### config.mk
export PLATFORM = sky130hd
export DESIGN_NAME = mem_access_unit
export DESIGN_NICKNAME = d
export VERILOG_FILES = /design/src/rtl/mem_access_unit.sv
export SDC_FILE = /design/constraint.sdc
export NUM_CORES = 1
export LEC_CHECK = 0
export ABC_CLOCK_PERIOD_IN_PS = 13120
export CAP_MARGIN = 15
export CORE_MARGIN = 8
export CORE_UTILIZATION = 45
export DETAILED_ROUTE_END_ITERATION = 12
export PLACE_DENSITY = 0.66
export SLEW_MARGIN = 5
export SYNTH_ARGS = -nofsm -noshare
export SYNTH_HDL_FRONTEND = slang
export SYNTH_SLANG_ARGS = --single-unit
export TNS_END_PERCENT = 10
### constraint.sdc
create_clock -name clk -period 13.12 [get_ports clk]
set_input_delay 2.624 -clock clk [delete_from_list [all_inputs] [get_ports clk]]
set_output_delay 2.624 -clock clk [all_outputs]
set_load 0.1 [all_outputs]
### src/rtl/mem_access_unit.sv
// mem_access_unit: load/store unit with a forwarding FIFO store buffer draining into a RAM write port
`ifndef ADDRESS_SIZE
`define ADDRESS_SIZE 32
`endif
`ifndef DATA_SIZE
`define DATA_SIZE 32
`endif
module mem_access_unit #(
    parameter int ADDR_W   = `ADDRESS_SIZE,
    parameter int DATA_W   = `DATA_SIZE,
    parameter int SB_DEPTH = 4
) (
    input  logic              clk,
    input  logic              reset,
    input  logic              req_valid,
    output logic              req_ready,
    input  logic              req_is_store,
    input  logic [ADDR_W-1:0] req_addr,
    input  logic [DATA_W-1:0] req_wdata,
    output logic              rsp_valid,
    output logic [DATA_W-1:0] rsp_data,
    output logic              sb_empty,
    output logic              mem_write_enable,
    output logic [ADDR_W-1:0] mem_write_address,
    output logic [DATA_W-1:0] mem_write_data,
    output logic [ADDR_W-1:0] mem_read_address,
    input  logic [DATA_W-1:0] mem_read_data
);
    localparam int PTR_W = $clog2(SB_DEPTH);
    localparam int CNT_W = PTR_W + 1;
    typedef enum logic [1:0] {IDLE, LD_RD, LD_RSP} state_t;
    state_t            state_q, state_d;
    logic [PTR_W-1:0]  head_q, head_d, tail_q, tail_d;
    logic [CNT_W-1:0]  count_q, count_d;
    logic [ADDR_W-1:0] sb_addr_q [SB_DEPTH];
    logic [ADDR_W-1:0] sb_addr_d [SB_DEPTH];
    logic [DATA_W-1:0] sb_data_q [SB_DEPTH];
    logic [DATA_W-1:0] sb_data_d [SB_DEPTH];
    logic [ADDR_W-1:0] last_addr_q, last_addr_d, rd_addr_q, rd_addr_d;
    logic [DATA_W-1:0] last_data_q, last_data_d, rsp_data_q, rsp_data_d;
    logic              rsp_valid_q, rsp_valid_d;
    logic              sb_full, accept, push, ld_acc, fwd_hit;
    logic [DATA_W-1:0] fwd_data;

    assign sb_full           = count_q == CNT_W'(SB_DEPTH);
    assign sb_empty          = count_q == '0;
    assign accept            = req_valid && req_ready;
    assign push              = accept && req_is_store;
    assign ld_acc            = accept && !req_is_store;
    assign mem_write_address = mem_write_enable ? sb_addr_q[head_q] : last_addr_q;
    assign mem_write_data    = mem_write_enable ? sb_data_q[head_q] : last_data_q;
    assign mem_read_address  = rd_addr_q;
    assign rsp_valid         = rsp_valid_q;
    assign rsp_data          = rsp_data_q;

    // Scan oldest to youngest so the youngest match wins; the popping head is still a candidate.
    always_comb begin
        fwd_hit  = 1'b0;
        fwd_data = '0;
        for (int i = 0; i < SB_DEPTH; i++) begin
            if (CNT_W'(i) < count_q && sb_addr_q[head_q + PTR_W'(i)] == req_addr) begin
                fwd_hit  = 1'b1;
                fwd_data = sb_data_q[head_q + PTR_W'(i)];
            end
        end
    end

    always_ff @(posedge clk) begin
        if (reset) begin
            state_q     <= IDLE;
            head_q      <= '0;
            tail_q      <= '0;
            count_q     <= '0;
            last_addr_q <= '0;
            last_data_q <= '0;
            rd_addr_q   <= '0;
            rsp_data_q  <= '0;
            rsp_valid_q <= 1'b0;
        end else begin
            state_q     <= state_d;
            head_q      <= head_d;
            tail_q      <= tail_d;
            count_q     <= count_d;
            last_addr_q <= last_addr_d;
            last_data_q <= last_data_d;
            rd_addr_q   <= rd_addr_d;
            rsp_data_q  <= rsp_data_d;
            rsp_valid_q <= rsp_valid_d;
        end
    end

    always_ff @(posedge clk) begin
        sb_addr_q <= sb_addr_d;
        sb_data_q <= sb_data_d;
    end

    always_comb begin
        state_d = state_q == LD_RD  ? LD_RSP :
                  state_q == LD_RSP ? IDLE   :
                  (ld_acc && !fwd_hit) ? LD_RD : IDLE;
    end

    // Draining pauses in LD_RD so the RAM port serves the read; reset also blocks it.
    always_comb begin
        req_ready        = !reset && state_q == IDLE && (req_is_store ? !sb_full : 1'b1);
        mem_write_enable = !reset && !sb_empty && state_q != LD_RD;
    end

    always_comb begin
        head_d    = head_q + PTR_W'(mem_write_enable);
        tail_d    = tail_q + PTR_W'(push);
        count_d   = count_q + CNT_W'(push) - CNT_W'(mem_write_enable);
        sb_addr_d = sb_addr_q;
        sb_data_d = sb_data_q;
        if (push) begin
            sb_addr_d[tail_q] = req_addr;
            sb_data_d[tail_q] = req_wdata;
        end
        last_addr_d = mem_write_address;
        last_data_d = mem_write_data;
        rd_addr_d   = (ld_acc && !fwd_hit) ? req_addr : rd_addr_q;
        rsp_valid_d = state_q == LD_RD || (ld_acc && fwd_hit);
        rsp_data_d  = state_q == LD_RD ? mem_read_data : (ld_acc && fwd_hit) ? fwd_data : rsp_data_q;
    end
endmodule

# Yosys cells after proc, flatten, opt, wreduce, memory -nomap -nowiden
# Index checks and enable logic that the tools add are counted.
# word_totals
ff_bits	394
input_bits	100
output_inout_bits	132
wordCells	116
# op_classes
addsub	7
magnitude_cmp	10
n_eq_ne	8
n_mux	44
n_bitwise	5
n_reduce_logical	24
# ops
cell	count
two-way mux 32 bit	25
binary-select mux 32 bit (select 2 bit)	8
bitwise mux 128 bit	2
== test 32 bit	4
demux 32 bit (select 2 bit)	1
>= comparator 3 bit, second input constant	5
inverter 2 -> 3 bit	5
logical AND 1 bit	14
two-way mux 1 bit	7
< comparator 1 x 3 -> 1 bit, first input constant	2
< comparator 2 x 3 -> 1 bit, first input constant	2
logical NOT 1 bit	5
adder 2 x 1 -> 2 bit	2
adder 2 bit, second input constant	2
adder 3 x 1 -> 3 bit	1
== test 3 bit, second input constant	1
logical NOT 3 bit	1
< comparator 3 x 1 -> 1 bit, second input constant	1
OR reduction 3 bit	1
subtractor 3 x 1 -> 3 bit	1
adder 2 x 1 -> 2 bit, second input constant	1
== test 2 x 1 -> 1 bit, second input constant	1
== test 2 bit, second input constant	1
logical NOT 2 bit	1
other kinds (4)	4

# Logic depth before layout (Yosys ltp)
# Gate-level depths: netlist of the first run.
# logic_depth
word_depth	15
mapped_depth	18
mapped_depth_nobuf	12

# Worst setup path after synthesis of the first run
# No wires, ideal clock.
# synth_timing
path_kind	input port to flip-flop
startpoint	input reset
endpoint	register sb_addr_q[32] (netlist name), enable pin
setup_ns	0.578
arrival_time_ns	11.040
t_required_ns	12.542
path_slack_ns	1.502
path_stages	3
path_buffers	0
cell_sequence	nor4_1 nand3_1 nor3b_1
# synth_between
elab_chain_len	5
# synth_lines
element	line	rtl
start: declaration	14	input logic reset,
logical NOT 1 bit	105	req_ready = !reset && state_q == IDLE && (req_is_store ? !sb_full : 1'b1);
logical AND 1 bit (2 in a row)	105	
logical AND 1 bit	47	assign accept = req_valid && req_ready;
logical AND 1 bit	48	assign push = accept && req_is_store;
end signal: assignment	93	sb_addr_q <= sb_addr_d;
end: declaration	35	logic [ADDR_W-1:0] sb_addr_q [SB_DEPTH];
# Every way passes these cells.
# A chain may end at the register's enable or synchronous reset.

# Worst setup path in the final report of the first run
# layout_timing
startpoint	input reset
endpoint	output mem_write_address[16]
# layout_between
elab_chain_len	4
# layout_lines
element	line	rtl
logical NOT 1 bit	106	mem_write_enable = !reset && !sb_empty && state_q != LD_RD;
logical AND 1 bit (2 in a row)	106	
two-way mux 32 bit	50	assign mem_write_address = mem_write_enable ? sb_addr_q[head_q] : last_addr_q;
end: declaration	24	output logic [ADDR_W-1:0] mem_write_address,
# Every way passes these cells.

==> results of run 1 <==
-- cells in the final DEF (no fill, tap or decap), types with 51 or more instances in the layout --
cell and count:
mux2i_1 241, nor2b_1 75, edfxtp_1 256, nand2_1 268
a311oi_1 51, clkdlybuf4s50_1 229, dfxtp_1 136, a21oi_1 114
o21ai_0 91, mux2_2 58, nor2_1 186
-- cell type report --
type | count | area, um^2 | area share
clock inverter | 18 | 138 | 0.00525
sequential | 394 | 10500 | 0.399
inverter | 40 | 155 | 0.00591
antenna | 3 | 7.51 | 0.000286
multi-input combinational | 1574 | 10900 | 0.417
clock buffer | 62 | 1200 | 0.0457
tap | 664 | 831 | 0.0317
timing repair buffer | 256 | 2510 | 0.0956
-- how the worst max path moves through the flow --
| stage | end |
|---|---|
| 6_report | mem_write_address[16] |
| 3_5_place_dp | mem_write_address[16] |
| 5_1_grt | mem_write_address[16] |
| 3_3_place_gp | mem_write_address[13] |
| 2_1_floorplan | sb_addr_q[32]$_DFFE_PP_ |
| 4_1_cts | mem_write_address[16] |
-- through the flow --
step | hold WS [ps] | power [uW]
detailed placement | 447 | 3690
finish | 453 | 4840
floorplan | 533 | 3150
global route | 470 | 5030
global placement | 442 | 3660
CTS | 455 | 4850
-- tightest hold or removal path, delay by kind of cell, from the launching register on --
kind               cells  cell delay [ps]
and+or+nand+nor        1               50
AOI/OAI and AO/OA      1               50
DFF                    1              310
-- report_power, final --
| part | leakage (uW) | total [uW] | switching, uW | internal, uW |
|---|---|---|---|---|
| Clock | 0.000664 | 1170 | 505 | 660 |
| Combinational | 0.00444 | 2220 | 1590 | 624 |
| Sequential | 0.00344 | 1460 | 58.8 | 1400 |
| Total | 0.00854 | 4840 | 2160 | 2680 |
-- cell families (layout without fill, tap and decap cells) --
family	count (synthesis)	after routing	share of synthesized area
flops	394	394	0.468
buf+inv	229	376	0.0458
simple gates	712	712	0.150
mux	329	329	0.166
xor+xnor	86	86	0.0337
other cells	0	3	0
compound gates	440	440	0.132
fa+ha+maj	7	7	0.00425
-- routing by layer --
metal / GRT usage / wire length, um / up-vias
li1: - / - / 8306
met1: 0.325 / 30100 / 8899
met2: 0.389 / 33100 / 784
met3: 0.0554 / 6790 / 141
met4: 0.0843 / 2220 / 10
met5: 0 / 65 / -
-- sequential cells by signal, indices dropped and copies added, names as in the netlist --
name / count
sb_addr_q: 128
sb_data_q: 128
last_addr_q: 32
last_data_q: 32
mem_read_address: 32
rsp_data: 32
count_q: 3
head_q: 2
state_q: 2
tail_q: 2
rsp_valid: 1
==> metrics.md, run 1 <==
| Metric | Value |
|---|---|
| Top delay family on crit path | `buffers and inverters` |
| Post_cts resized | `0` |
| CTS Sinks | `394` |
| CP arrival | `6590 ps` |
| Setup TNS | `0 ps` |
| Post-synth ARST share | `0` |
| Cell count after synthesis | `2197` |
| Clock Pin Slew Worst Setup and Hold Paths | `60 ps` |
| Starting Density | `0.457` |
| Period utilization | `0.702` |
| Critical Path Slowest Stage Cell | `clkinv_1` |
| Post-Place Cells | `2928` |
| Max Cap Viol | `0` |
| Worst slack, placed | `3910 ps` |
| Power Dens Cells | `184 mW/mm^2` |
| Core Footprint | `0.0490 mm^2` |
| Cell with the most instances after synthesis | `nand2_1` |
| CP Class | `in2out` |
| Pin count of the biggest net entering global routing | `153` |
| Clock Latency Late Sink | `580 ps` |
| Worst hold stages | `2` |
| Number of core rows | `81` |
| Maximum fanout along the worst path | `112` |
| CP dominant cell by count | `nand2_1` |
| Net count after synthesis | `2304` |
| Post-DP Area | `0.0249 mm^2` |
| DR vias/cell | `6.02` |
| Max-slew headroom | `0.233` |
| Worst setup EP type | `output port` |
| Non-Filler Instances | `3011` |
| WL per Instance | `24.0 um` |
| GP Congestion | `0.949` |
| Post-CTS setup buffers | `0` |
| Post-route ant nets | `0` |
| Final worst setup slack | `3910 ps` |
| Critical path startpoint category | `primary input` |
| Vias in the first global route | `17.6k` |
| Remaining global-route overflow | `0` |
| Routed wire length | `72200 um` |
| CTS Hold Bufs | `0` |
| DR vias | `18.1k` |
| CP bufs+invs | `3` |
| Worst hold endpoint | `mem_read_address[27]$_SDFFE_PP0P_` |
| Synthesized area | `0.0224 mm^2` |
| Fmax | `0.109 GHz` |
| Clock Skew | `37.2 ps` |
| Fin area | `0.0262 mm^2` |
| Worst path required time | `10500 ps` |
| Root Buffer | `clkbuf_16` |
| FILL cells | `4295` |
| Crit-path cells | `buf_4 > or3_4 > clkinv_1 > nand2_1 > nand2_1 > clkdlybuf4s50_1` |
| Sequential share of the synthesized area | `0.468` |
| Post-synth top flop | `edfxtp_1` |
| Fin nets | `2417` |
| Most frequent cells after synthesis | `268 x nand2_1, 256 x edfxtp_1, 241 x mux2i_1` |
| DIE AREA | `0.0571 mm^2` |
| Max stage delay on crit path | `1020 ps` |
| Leading area contributor after synthesis | `edfxtp_1` |
| CTS tree | `done` |
| Worst-Margin Slew | `1150 ps` |
| Yosys warning count | `0` |
| Layout cell share with drive strength beyond 1 | `0.0875` |
| Die Wd | `239 um` |
| CTS H-tree depth | `2` |
| Crit path time final | `9210 ps` |
| Util after Layout | `0.536` |
| Library cells used by synthesis | `75` |
| Worst min-delay path startpoint | `mem_read_address[27]$_SDFFE_PP0P_` |
| Final setup viols | `0` |
| Residual DRC | `0` |
| Syn avg cell area | `10.2 um^2` |
| Maximum vdd drop | `0.000226 V` |
| First-pass GRT wire length | `108000 um` |
| HPWL Detailed | `49100 um` |
| EDFF count, synth | `256` |
| Die Ht | `239 um` |
| CTS Buf Count | `44` |
| Status | `finished, final reports clean` |
| Crit path launch | `reset` |
| All-Layer GR Usage | `0.244` |
| Worst Reg-to-Reg Cells | `12` |
| Leakage power | `0.00854 uW` |
| R2r setup slk | `6130 ps` |
| WP depth | `6` |
| Top cells by area, synth | `edfxtp_1 34%, dfxtp_1 12%, mux2i_1 11%, nand2_1 4.5%, nor2_1 3.1%` |
| Area Overhead vs Synth | `17.4%` |
| RSZ-0062 raised after global routing | `no` |
| DR pass1 iterations | `6` |
| IO Port Bufs | `231` |
| Yosys top cell area share | `0.344` |
| Max Slew Vio Count | `0` |
| Clock Path Buffers | `3` |
| Reg-to-Reg Start | `head_q[0]$_SDFF_PP0_` |
| Number of I/O pins | `232` |
| Crit Reg-Reg Endpoint | `mem_read_address[16]$_SDFFE_PP0P_` |
| Final count of hold timing violations | `0` |
| Initial drt markers | `1896` |
| Synth Register Bits | `394` |
| Class of the worst hold path | `reg2reg` |
| Initial antenna violation count | `8` |
No activity file was read; power rests on OpenSTA's default activity.
==> inputs of run 2 (changes only) <==
--- a/config.mk
+++ b/config.mk
@@ -5,7 +5,7 @@
 export SDC_FILE = /design/constraint.sdc
 export NUM_CORES = 1
 export LEC_CHECK = 0
-export ABC_CLOCK_PERIOD_IN_PS = 13120
+export ABC_CLOCK_PERIOD_IN_PS = 9450
 export CAP_MARGIN = 15
 export CORE_MARGIN = 8
 export CORE_UTILIZATION = 45
==> constraint.sdc (replaced) <==
create_clock -name clk -period 9.45 [get_ports clk]
set_input_delay 1.89 -clock clk [delete_from_list [all_inputs] [get_ports clk]]
set_output_delay 1.89 -clock clk [all_outputs]
set_load 0.1 [all_outputs]
==> run 2 against run 1 <==
Critical path depth is the same. Clock power up 45%. Sequential share of layout area is 0.19 points lower. Final cell count is essentially flat. Register-to-register slack worse by 3000 ps. Combinational power is 39% higher. Utilization grew 0.26 points. First-iteration DRC count fell by 13%. Sequential power is 39% higher. Global-route usage increased by 0.24 points. Critical path type unchanged. Largest cell class unchanged. Largest power group unchanged.
==> metrics.md, run 2 (synthesis gave the netlist of run 1 again) <==
| Metric | Value |
|---|---|
| Status | `finished, final reports clean` |
| Sequential standard cell area | `0.0105 mm^2` |
| DR vias/cell | `6.02` |
| Period utilization | `0.766` |
| Routed wire length | `72900 um` |
| Clock Skew | `37.4 ps` |
| Commonest non-fill, non-tap cell in the layout | `nand2_1` |
| Maximum fanout along the worst path | `68` |
| Post-DP Area | `0.0249 mm^2` |
| Max Cap Viol | `0` |
| Fin area | `0.0264 mm^2` |
| RSZ-0062 raised after global routing | `no` |
| Maximum vdd drop | `0.000257 V` |
| Number of core rows | `81` |
| Core Footprint | `0.0490 mm^2` |
| CTS H-tree depth | `2` |
| Crit path time final | `7240 ps` |
| Crit path launch | `reset` |
| Max-slew headroom | `0.228` |
| Vias in the first global route | `17.9k` |
| Post_cts resized | `0` |
| Pwr Total | `6810 uW` |
| Power Dens Cells | `258 mW/mm^2` |
| WL per Instance | `24.2 um` |
| Max stage delay on crit path | `990 ps` |
| CTS Sinks | `394` |
| GP Congestion | `0.955` |
| Most frequent cells in the layout | `268 x nand2_1, 256 x edfxtp_1, 241 x mux2i_1, 230 x clkdlybuf4s50_1, 186 x nor2_1` |
| Remaining global-route overflow | `0` |
| CP arrival | `5350 ps` |
| Area Overhead vs Synth | `18.0%` |
| Util after Layout | `0.539` |
| Largest regs | `sb_addr_q x128, sb_data_q x128` |
| Post-Place Cells | `2927` |
| Reg-to-Reg Start | `head_q[0]$_SDFF_PP0_` |
| Initial antenna violation count | `5` |
| Die Wd | `239 um` |
| Post-route ant nets | `0` |
| CTS Buf Count | `45` |
| First-pass GRT wire length | `109000 um` |
| All-Layer GR Usage | `0.247` |
| Area of the multi-input gates | `0.0109 mm^2` |
| IO Port Bufs | `231` |
| Die Ht | `239 um` |
| Post-CTS setup buffers | `0` |
| FILL cells | `4299` |
| Clock Latency Late Sink | `590 ps` |
| Top delay family on crit path | `buffers and inverters` |
| CTS Hold Bufs | `0` |
| Worst min-delay path startpoint | `mem_read_address[6]$_SDFFE_PP0P_` |
| Residual DRC | `0` |
| DR vias | `18.1k` |
| Worst setup EP type | `output port` |
| CP dominant cell by count | `nand2_1` |
| Max Slew Vio Count | `0` |
| Class of the worst hold path | `reg2reg` |
| Number of I/O pins | `232` |
| Worst path required time | `7560 ps` |
| Fin nets | `2417` |
| Root Buffer | `clkbuf_16` |
| Critical Path Slowest Stage Cell | `clkdlybuf4s50_1` |
| Starting Density | `0.457` |
| Critical path startpoint category | `primary input` |
| Crit-path cells | `buf_4 > or3_4 > clkinv_1 > nand2_1 > nand2_1 > clkdlybuf4s50_1` |
| Non-Filler Instances | `3014` |
| Initial drt markers | `1653` |
| DR pass1 iterations | `6` |
| Final count of hold timing violations | `0` |
| Fmax | `0.138 GHz` |
| Pin count of the biggest net entering global routing | `145` |
| HPWL Detailed | `49700 um` |
| Layout cell share with drive strength beyond 1 | `0.0874` |
| DIE AREA | `0.0571 mm^2` |
| CP Class | `in2out` |
| Final setup viols | `0` |
| Clock Pin Slew Worst Setup and Hold Paths | `60 ps` |
| Worst-Margin Slew | `1160 ps` |
| Setup TNS | `0 ps` |
| CTS tree | `done` |
| Leakage power | `0.00859 uW` |
| Clock Path Buffers | `3` |
| CP bufs+invs | `3` |
-- run 2: layout make-up --
| class | instances | area share |
|---|---|---|
| Clock buffer | 68 | 0.0508 |
| Sequential cell | 394 | 0.397 |
| Clock inverter | 15 | 0.00375 |
| Antenna cell | 4 | 0.000380 |
| Multi-Input combinational cell | 1574 | 0.415 |
| Inverter | 40 | 0.00588 |
| Timing Repair Buffer | 255 | 0.0959 |
| Tap cell | 664 | 0.0315 |
-- run 2: worst register-to-register path, stage by stage (launching register included) --
cell	delay [ps]
dfxtp_4	770
buf_12	590
mux4_2	690
xnor2_1	400
nand4_1	140
nor4_1	650
nand4_1	380
or2_2	750
nand2_1	160
or4b_2	610
inv_1	700
nand2_1	280
a21oi_1	90
-- run 2: report_power, final --
group,leakage (uW),internal [uW],switching [uW]
Clock,0.000712,982,716
Combinational,0.00444,869,2210
Sequential,0.00344,1940,86.5
-- run 2: layer usage --
| metal | vias up | track usage | wire, um |
|---|---|---|---|
| li1 | 8295 | - | - |
| met3 | 149 | 0.0479 | 6050 |
| met5 | - | 0 | 27 |
| met2 | 771 | 0.396 | 33800 |
| met4 | 4 | 0.0882 | 2370 |
| met1 | 8930 | 0.330 | 30600 |
-- run 2: worst paths after layout --
| kind | end | slack (ps) | cells past startpoint |
|---|---|---|---|
| hold reg to reg | mem_read_address[6]$_SDFFE_PP0P_ | 450 | 2 |
| setup / recovery | mem_write_address[22] | 2210 | 6 |
| setup reg to reg | mem_read_address[0]$_SDFFE_PP0P_ | 3120 | 12 |
| hold / removal | mem_read_address[6]$_SDFFE_PP0P_ | 450 | 2 |
-- run 2: stage by stage --
| step | setup slack, ps | hold slack (ps) |
|---|---|---|
| floorplan | -1150 | 531 |
| global placement | 2240 | 445 |
| detailed placement | 2220 | 447 |
| CTS | 2210 | 455 |
| global route | 1930 | 474 |
| finish | 2210 | 451 |
==> inputs of run 3 (changes only) <==
--- a/config.mk
+++ b/config.mk
@@ -5,7 +5,7 @@
 export SDC_FILE = /design/constraint.sdc
 export NUM_CORES = 1
 export LEC_CHECK = 0
-export ABC_CLOCK_PERIOD_IN_PS = 9450
+export ABC_CLOCK_PERIOD_IN_PS = 7400
 export CAP_MARGIN = 15
 export CORE_MARGIN = 8
 export CORE_UTILIZATION = 45
==> constraint.sdc (replaced) <==
create_clock -name clk -period 7.4 [get_ports clk]
set_input_delay 1.48 -clock clk [delete_from_list [all_inputs] [get_ports clk]]
set_output_delay 1.48 -clock clk [all_outputs]
set_load 0.1 [all_outputs]
==> run 3 against run 2 <==
Combinational power rose by 28%. Critical path depth did not move. Die area did not move. Non-clock buffer count rose by 33. Utilization rose by 0.60 points. Sequential cell count did not move. Register-to-register slack got worse by 1200 ps. Clock skew fell by 2.9 ps.
==> metrics.md, run 3 (synthesis gave the netlist of run 1 again) <==
| Metric | Value |
|---|---|
| Status | `finished, final reports clean` |
| Clock Path Buffers | `3` |
| Die Wd | `239 um` |
| CTS Sinks | `394` |
| FILL cells | `4255` |
| Period utilization | `0.788` |
| Maximum fanout along the worst path | `56` |
| Core Footprint | `0.0490 mm^2` |
| Critical Path Slowest Stage Cell | `clkdlybuf4s50_1` |
| Util after Layout | `0.545` |
| Clock Pin Slew Worst Setup and Hold Paths | `60 ps` |
| Max Slew Vio Count | `0` |
| Crit path time final | `5830 ps` |
| Post-route ant nets | `0` |
| Fin Hold WS | `457 ps` |
| Most frequent cells in the layout | `268 x nand2_1, 256 x edfxtp_1, 241 x mux2i_1, 200 x clkdlybuf4s50_1, 186 x nor2_1` |
| Layout cell share with drive strength beyond 1 | `0.113` |
| Crit-path cells | `buf_4 > mux2i_1 > nor2_1 > a21oi_1 > o21ai_0 > clkdlybuf4s50_1` |
| Final count of hold timing violations | `0` |
| Area Overhead vs Synth | `19.3%` |
| Critical path startpoint category | `register` |
| Routed wire length | `75100 um` |
| Power Dens Cells | `333 mW/mm^2` |
| Number of core rows | `81` |
| WL per Instance | `24.7 um` |
| Worst-Margin Slew | `1100 ps` |
| Die Ht | `239 um` |
| Leakage power | `0.00885 uW` |
| Commonest non-fill, non-tap cell in the layout | `nand2_1` |
| Starting Density | `0.457` |
| DR vias/cell | `5.98` |
| Root Buffer | `clkbuf_16` |
| HPWL Detailed | `52900 um` |
| Initial drt markers | `1660` |
| Worst setup EP type | `output port` |
| Post-CTS setup buffers | `0` |
| Fmax | `0.172 GHz` |
| Class of the worst hold path | `reg2reg` |
| Pin count of the biggest net entering global routing | `152` |
| Worst path required time | `5920 ps` |
| CTS H-tree depth | `2` |
| Vias in the first global route | `17.6k` |
| All-Layer GR Usage | `0.254` |
| Clock Skew | `34.5 ps` |
| RSZ-0062 raised after global routing | `no` |
| IO Port Bufs | `231` |
| CP Class | `reg2out` |
| DIE AREA | `0.0571 mm^2` |
| CTS Hold Bufs | `0` |
| Final setup viols | `0` |
| Largest regs | `sb_addr_q x128, sb_data_q x128` |
| Fin nets | `2450` |
| CTS Buf Count | `45` |
| Max-slew headroom | `0.265` |
| Clock Latency Late Sink | `600 ps` |
| Max Cap Viol | `0` |
| Remaining global-route overflow | `0` |
| Setup TNS | `0 ps` |
| CTS tree | `done` |
| GP Congestion | `0.968` |
| Maximum vdd drop | `0.000352 V` |
| DR pass1 iterations | `6` |
| Number of I/O pins | `232` |
| Post_cts resized | `0` |
| Max stage delay on crit path | `1210 ps` |
| Residual DRC | `0` |
| CP arrival | `4350 ps` |
| DR vias | `18.2k` |
| Initial antenna violation count | `3` |
| First-pass GRT wire length | `112000 um` |
run 3: changes by cell type in the layout (fill, tap and decap cells not counted), sizes merged:
cell	previous run	this run
clkinv	15	13
bufinv	0	3
buf	25	88
clkdlybuf4s50	230	200
diode	4	2
run 3: per-layer routing:
layer / up-vias / global-route usage / routed length [um]
li1: 8367 / - / -
met1: 8939 / 0.346 / 32800
met2: 763 / 0.408 / 34500
met3: 137 / 0.0468 / 5760
met4: 4 / 0.0780 / 2010
met5: - / 0 / 27
run 3: final cells by class:
class	instances	area, um^2	area share
Sequential cell	394	10500	0.392
Tap cell	664	831	0.0312
Antenna cell	2	5.00	0.000188
Clock buffer	68	1350	0.0505
Timing Repair Buffer	288	2720	0.102
Inverter	40	155	0.00582
Multi-Input combinational cell	1574	10900	0.410
Clock inverter	16	206	0.00774
run 3: power by group:
part	total [uW]	switching, uW	internal [uW]
Combinational	3950	2840	1110
Sequential	2610	134	2480
Clock	2310	934	1370
run 3: worst max-delay path, delay by kind of cell, from the launching register on:
family | cells | cell delay (ps)
AO/OA/AOI/OAI | 2 | 390
buffers and inverters | 2 | 2000
flip-flops | 1 | 920
AND/OR/NAND/NOR | 1 | 150
multiplexers | 1 | 250
run 3: per-stage QoR:
step | setup WS, ps | power (uW) | cell area [um^2] | std cells
6_report | 1570 | 8870 | 26700 | 3046
3_5_place_dp | 1100 | 6590 | 25100 | 2960
4_1_cts | 1490 | 8900 | 26700 | 3044
2_1_floorplan | 249 | 5590 | 22400 | 2197
3_3_place_gp | 1200 | 6570 | 25100 | 2959
5_1_grt | 1360 | 9210 | 26700 | 3044
run 3: final timing paths:
check | from | end | slack [ps] | cells after the start
max reg2reg | head_q[0]$_SDFF_PP0_ | rsp_data[16]$_SDFFE_PP0P_ | 1910 | 11
max | head_q[1]$_SDFF_PP0_ | mem_write_data[21] | 1570 | 6
min | mem_read_address[2]$_SDFFE_PP0P_ | mem_read_address[2]$_SDFFE_PP0P_ | 460 | 2
min reg2reg | mem_read_address[2]$_SDFFE_PP0P_ | mem_read_address[2]$_SDFFE_PP0P_ | 460 | 2
